File: config.mk
export PLATFORM = sky130hd
export DESIGN_NAME = booth_product_accumulator
export DESIGN_NICKNAME = d
export VERILOG_FILES = /design/src/rtl/booth_product_accumulator_pkg.sv /design/src/rtl/booth_acc_out_reg.sv /design/src/rtl/booth_product_accumulator.sv
export SDC_FILE = /design/constraint.sdc
export NUM_CORES = 1
export LEC_CHECK = 0
export CORE_MARGIN = 2
export CORE_UTILIZATION = 35
export CTS_CLUSTER_DIAMETER = 60
export CTS_CLUSTER_SIZE = 8
export DETAILED_ROUTE_END_ITERATION = 6
export PLACE_DENSITY = 0.63
export SKIP_LAST_GASP = 1
export SYNTH_ARGS = -nofsm -noshare
export SYNTH_HDL_FRONTEND = slang
export SYNTH_SLANG_ARGS = --single-unit
File: constraint.sdc
create_clock -name Clk -period 4.7 [get_ports Clk]
set_input_delay 1.175 -clock Clk [delete_from_list [all_inputs] [get_ports Clk]]
set_output_delay 1.175 -clock Clk [all_outputs]
set_load 0.02 [all_outputs]
File: src/rtl/booth_product_accumulator_pkg.sv
// Shared widths and FSM encoding for the Booth product accumulator.
package booth_product_accumulator_pkg;

    localparam int PN_DEF        = 4;
    localparam int ACC_GUARD_DEF = 8;
    localparam int LEN_W_DEF     = 8;

    typedef enum logic {
        ST_IDLE  = 1'b0,
        ST_ACCUM = 1'b1
    } acc_state_t;

    function automatic int prod_width(input int pn);
        return 2 ** (pn + 1);
    endfunction

    function automatic int acc_width(input int pn, input int guard);
        return prod_width(pn) + guard;
    endfunction

endpackage

File: src/rtl/booth_acc_out_reg.sv
// Single-entry valid/ready result register; a completion that finds it
// occupied and not being drained is dropped and flagged as overrun.
module booth_acc_out_reg #(
    parameter int AW = 40,
    parameter int CW = 9
) (
    input  logic          i_clk,
    input  logic          i_rst,
    input  logic          i_load,
    input  logic [AW-1:0] i_sum,
    input  logic [CW-1:0] i_count,
    input  logic          i_ovf,
    input  logic          i_ready,
    output logic          o_valid,
    output logic [AW-1:0] o_sum,
    output logic [CW-1:0] o_count,
    output logic          o_ovf,
    output logic          o_overrun
);

    logic          r_valid;
    logic [AW-1:0] r_sum;
    logic [CW-1:0] r_count;
    logic          r_ovf;
    logic          r_overrun;

    always_ff @(posedge i_clk) begin
        if (i_rst) begin
            r_valid   <= 1'b0;
            r_sum     <= '0;
            r_count   <= '0;
            r_ovf     <= 1'b0;
            r_overrun <= 1'b0;
        end else if (i_load) begin
            // a handshake in the same cycle frees the slot for the new result
            if (!r_valid || i_ready) begin
                r_valid <= 1'b1;
                r_sum   <= i_sum;
                r_count <= i_count;
                r_ovf   <= i_ovf;
            end else begin
                r_overrun <= 1'b1;
            end
        end else if (r_valid && i_ready) begin
            r_valid <= 1'b0;
        end
    end

    assign o_valid   = r_valid;
    assign o_sum     = r_sum;
    assign o_count   = r_count;
    assign o_ovf     = r_ovf;
    assign o_overrun = r_overrun;

endmodule

File: src/rtl/booth_product_accumulator.sv
// Sums groups of consecutive signed products from the multiplier and
// presents each group total through a single-entry valid/ready register.
module booth_product_accumulator
    import booth_product_accumulator_pkg::*;
#(
    parameter int pN        = PN_DEF,
    parameter int ACC_GUARD = ACC_GUARD_DEF,
    parameter int LEN_W     = LEN_W_DEF,
    localparam int PW       = prod_width(pN),
    localparam int AW       = acc_width(pN, ACC_GUARD)
) (
    input  logic             Clk,
    input  logic             Rst,
    input  logic             In_Valid,
    input  logic [PW-1:0]    In_Product,
    input  logic [LEN_W-1:0] Cfg_Len,
    input  logic             Flush,
    output logic             Out_Valid,
    input  logic             Out_Ready,
    output logic [AW-1:0]    Out_Sum,
    output logic [LEN_W:0]   Out_Count,
    output logic             Out_Ovf,
    output logic             Overrun
);

    acc_state_t     r_state, w_state_next;
    logic [AW-1:0]  r_acc;
    logic [LEN_W:0] r_cnt;
    logic [LEN_W:0] r_len;
    logic           r_ovf;

    logic [AW-1:0]  w_prod_ext;
    logic [AW-1:0]  w_addend;
    logic [AW-1:0]  w_acc_sum;
    logic [LEN_W:0] w_len_cfg;
    logic           w_ovf_step;
    logic [AW-1:0]  w_acc_next;
    logic [LEN_W:0] w_cnt_next;
    logic           w_ovf_next;
    logic           w_complete;

    assign w_prod_ext = {{ACC_GUARD{In_Product[PW-1]}}, In_Product};
    assign w_addend   = In_Valid ? w_prod_ext : '0;
    assign w_acc_sum  = r_acc + w_addend;
    // a length of zero encodes the full 2**LEN_W group
    assign w_len_cfg  = (Cfg_Len == '0) ? {1'b1, {LEN_W{1'b0}}} : {1'b0, Cfg_Len};
    assign w_ovf_step = In_Valid && (r_acc[AW-1] == w_prod_ext[AW-1])
                        && (w_acc_sum[AW-1] != r_acc[AW-1]);

    always_ff @(posedge Clk) begin
        if (Rst) r_state <= ST_IDLE;
        else     r_state <= w_state_next;
    end

    always_comb begin
        w_state_next = r_state;
        w_acc_next   = r_acc;
        w_cnt_next   = r_cnt;
        w_ovf_next   = r_ovf;
        w_complete   = 1'b0;
        case (r_state)
            ST_IDLE: begin
                w_acc_next = w_prod_ext;
                w_cnt_next = {{LEN_W{1'b0}}, In_Valid};
                w_ovf_next = 1'b0;
                w_complete = In_Valid && ((w_len_cfg == {{LEN_W{1'b0}}, 1'b1}) || Flush);
                if (In_Valid && !w_complete) w_state_next = ST_ACCUM;
            end
            ST_ACCUM: begin
                w_acc_next = w_acc_sum;
                w_cnt_next = r_cnt + {{LEN_W{1'b0}}, In_Valid};
                w_ovf_next = r_ovf || w_ovf_step;
                w_complete = Flush || (In_Valid && (w_cnt_next == r_len));
                if (w_complete) w_state_next = ST_IDLE;
            end
            default: w_state_next = ST_IDLE;
        endcase
    end

    always_ff @(posedge Clk) begin
        if (Rst) begin
            r_acc <= '0;
            r_cnt <= '0;
            r_len <= '0;
            r_ovf <= 1'b0;
        end else begin
            if (In_Valid) begin
                r_acc <= w_acc_next;
                r_cnt <= w_cnt_next;
            end
            if (r_state == ST_IDLE && In_Valid) r_len <= w_len_cfg;
            r_ovf <= w_ovf_next;
        end
    end

    booth_acc_out_reg #(
        .AW (AW),
        .CW (LEN_W + 1)
    ) u_out_reg (
        .i_clk     (Clk),
        .i_rst     (Rst),
        .i_load    (w_complete),
        .i_sum     (w_acc_next),
        .i_count   (w_cnt_next),
        .i_ovf     (w_ovf_next),
        .i_ready   (Out_Ready),
        .o_valid   (Out_Valid),
        .o_sum     (Out_Sum),
        .o_count   (Out_Count),
        .o_ovf     (Out_Ovf),
        .o_overrun (Overrun)
    );

endmodule

==> metrics <==
DR WL/cell=between 10 and 15 µm; n_diodes=0; IO Pins=97; pin count of the biggest net entering global routing=63; Setup CP Type=in2reg; leakage power=about 3.3 nW; GPL Wtd Cong=around 0.9; Nets=just over 1000; worst hold slack=~0.46 ns; worst slew pin tran=about 0.79 ns; Tmin final=about 4.1 ns; Max clock buf depth=2; Die W=147 µm; Crit. End Element=register; Remaining DRCs=0; Post-Syn Nets=slightly below 1000; TritonCTS Sinks=about 110; final setup TNS=0 ns; synth warn=0; Area growth syn-to-layout=20.9%; share of cells above drive strength 1=5.99%; met3 wire length=around 750 µm; initial antenna violation count=0; Largest stage delay, worst path=around 0.48 ns; number of synthesized flops with an enable pin=0; IO Port Bufs=between 90 and 100; Core Box Area=20100 µm²; CTS HTree Levels=3; Post-Syn Instances=about 900; register area share after synthesis=31.5%; Slowest-stage cell, CP=a2111oi_1; hold path cells=2; status=completed; TritonCTS Buffers=9; DP HPWL=approximately 13 mm; top cells by count, synth=nor2_1 (119), dfxtp_1 (112), a21oi_1 (81), nand2_1 (81), a211oi_1 (64); Via density=between 5 and 6; Hold WC Path Type=reg2reg; first-pass GRT wire length=30.4 mm; vias in the first global route=about 6100; Die Span Y=about 150 µm; top layer used by detailed routing=met4; relative slew slack=a little under half; PwrDens=roughly 290 nW/µm²; FP Rows=between 50 and 60; M1 wire length=around 9.0 mm; first-pass iteration count of the detailed router=7; CTS tree=yes; Hold Buf Count CTS=0; clock skew=between 0.009 and 0.01 ns; largest area contributor in the netlist=dfxtp_1; Final ANT Viol Nets=0; total track usage=approximately 17%; # Post-CTS Setup Buffers=0; final WL=18.0 mm; GRT overflow=0; Starting Density=a little over a third; area share of the largest cell type after synthesis=between 30% and 40%; fin crit share=86.6%; Worst Path Max Fanout=5; Fin. Hold Viols=0; Worst R2R Path Depth=11; Post-Syn Area=7120 µm²; wire length on met2=approximately 7.9 mm; most frequent cell after synthesis=nor2_1; Clk Latency, worst-skew pair=0.36 ns; Avg Cell Area, Syn=8.06 µm²; CP cell instances=clkdlybuf4s50_1 -> and2_1 -> ha_1 -> fa_1 -> a21o_1 -> nand3_1 -> a311o_1 -> a21oi_2 -> o21ai_2 -> a21oi_1 -> o2111a_1 -> a2111oi_1 -> a211oi_1; final setup vio count=0; Die ar.=roughly 22000 µm²; ys async rst share=0%; peak supply drop=~0.18 mV; startpoint types=primary input; max-slew violations=0; number of max-cap violations=0; Arr. time, crit path=approximately 4.3 ns; Synth cell types=between 60 and 70; ranking of synthesized cells by area=dfxtp_1 (31%), ha_1 (7.2%), a211oi_1 (6.7%); Gates resized, CTS repair=0; Reg clk slew, reported paths=0.08 ns; DR iter-0 viols=approximately 370; number of synthesized register bits=~110; unrepaired setup endpoints after global routing=false; Top FF cell, synth=dfxtp_1; Via Count=between 6000 and 7000; Clock Root Buffer=clkbuf_16; worst path required time=roughly 4.9 ns; Fmax=about 250 MHz
-- cell families after synthesis --
logic type | share of synthesized area, %
adder cells (fa/ha/maj) | 7.49
buffers and inverters | 3.88
XOR/XNOR | 6.08
AO/OA/AOI/OAI | 23.8
multiplexers | 5.38
flip-flops | 31.5
AND/OR/NAND/NOR | 21.9
-- final cells by class --
type / instances / area [µm²]
fill: 2010 / 11500
multi-input combinational: 704 / 4610
sequential: 112 / 2240
timing repair buffer: 109 / 1090
tap: 270 / 338
clock buffer: 10 / 239
clock inverter: 6 / 51.3
inverter: 11 / 41.3
-- report_power, final --
| group | leakage, nW | internal (mW) | total (mW) | switching, mW |
|---|---|---|---|---|
| clock | 0.145 | 0.384 | 0.769 | 0.385 |
| sequential | 0.923 | 1.02 | 1.06 | 0.0470 |
| combinational | 2.27 | 0.290 | 0.653 | 0.363 |
| total | 3.34 | 1.69 | 2.49 | 0.795 |
-- layer usage --
layer  vias up  global-route usage [%]
met2       150                    26.2
met3        19                    2.53
met1      2927                    24.3
li1       3305                       -
met4         0                    5.00
met5         -                       0
-- worst max-delay path, delay by kind of cell --
| family | cells | cell delay [ns] |
|---|---|---|
| compound gates | 8 | 1.82 |
| simple gates | 2 | 0.27 |
| buf+inv | 1 | 0.41 |
| fa+ha+maj | 2 | 0.63 |
-- layout by cell type (no fill, tap or decap), types with 21 or more instances in the layout --
cell type        instances
clkdlybuf4s50_1         94
a211oi_1                64
nand2_1                 81
xnor2_1                 26
a21oi_1                 81
nor2_1                 119
dfxtp_1                111
nand3_1                 21
and2_1                  37
mux2i_1                 33
ha_1                    41
-- final timing paths --
kind / startpoint / endpoint / slack, ns
max: In_Product[0] / u_out_reg.o_sum[30]$_SDFFE_PP0P_ / 0.63
min: u_out_reg.o_count[5]$_SDFFE_PP0P_ / u_out_reg.o_count[5]$_SDFFE_PP0P_ / 0.46
max reg2reg: r_acc[0]$_SDFFE_PP0P_ / u_out_reg.o_sum[30]$_SDFFE_PP0P_ / 1.67
min reg2reg: u_out_reg.o_count[5]$_SDFFE_PP0P_ / u_out_reg.o_count[5]$_SDFFE_PP0P_ / 0.46
-- per-stage QoR --
step	utilization (%)	setup WS, ns	cell area [µm²]	instances	power [mW]
final	42.8	0.630	8610	1222	2.49
after global routing	42.8	0.397	8610	1222	2.63
after CTS	42.8	0.660	8610	1222	2.52
after detailed placement	41.4	0.279	8320	1206	1.74
after global placement	41.4	0.304	8320	1206	1.74
after floorplan	-	0.399	7120	883	1.52
-- state kept, by name (all words and copies together), names as in the netlist --
register,flops
r_cnt,9
u_out_reg.o_sum,40
r_state,1
u_out_reg.o_valid,1
r_len,9
r_acc,40
u_out_reg.o_overrun,1
r_ovf,1
u_out_reg.o_ovf,1
u_out_reg.o_count,9
(Power assumes the default switching activity.)
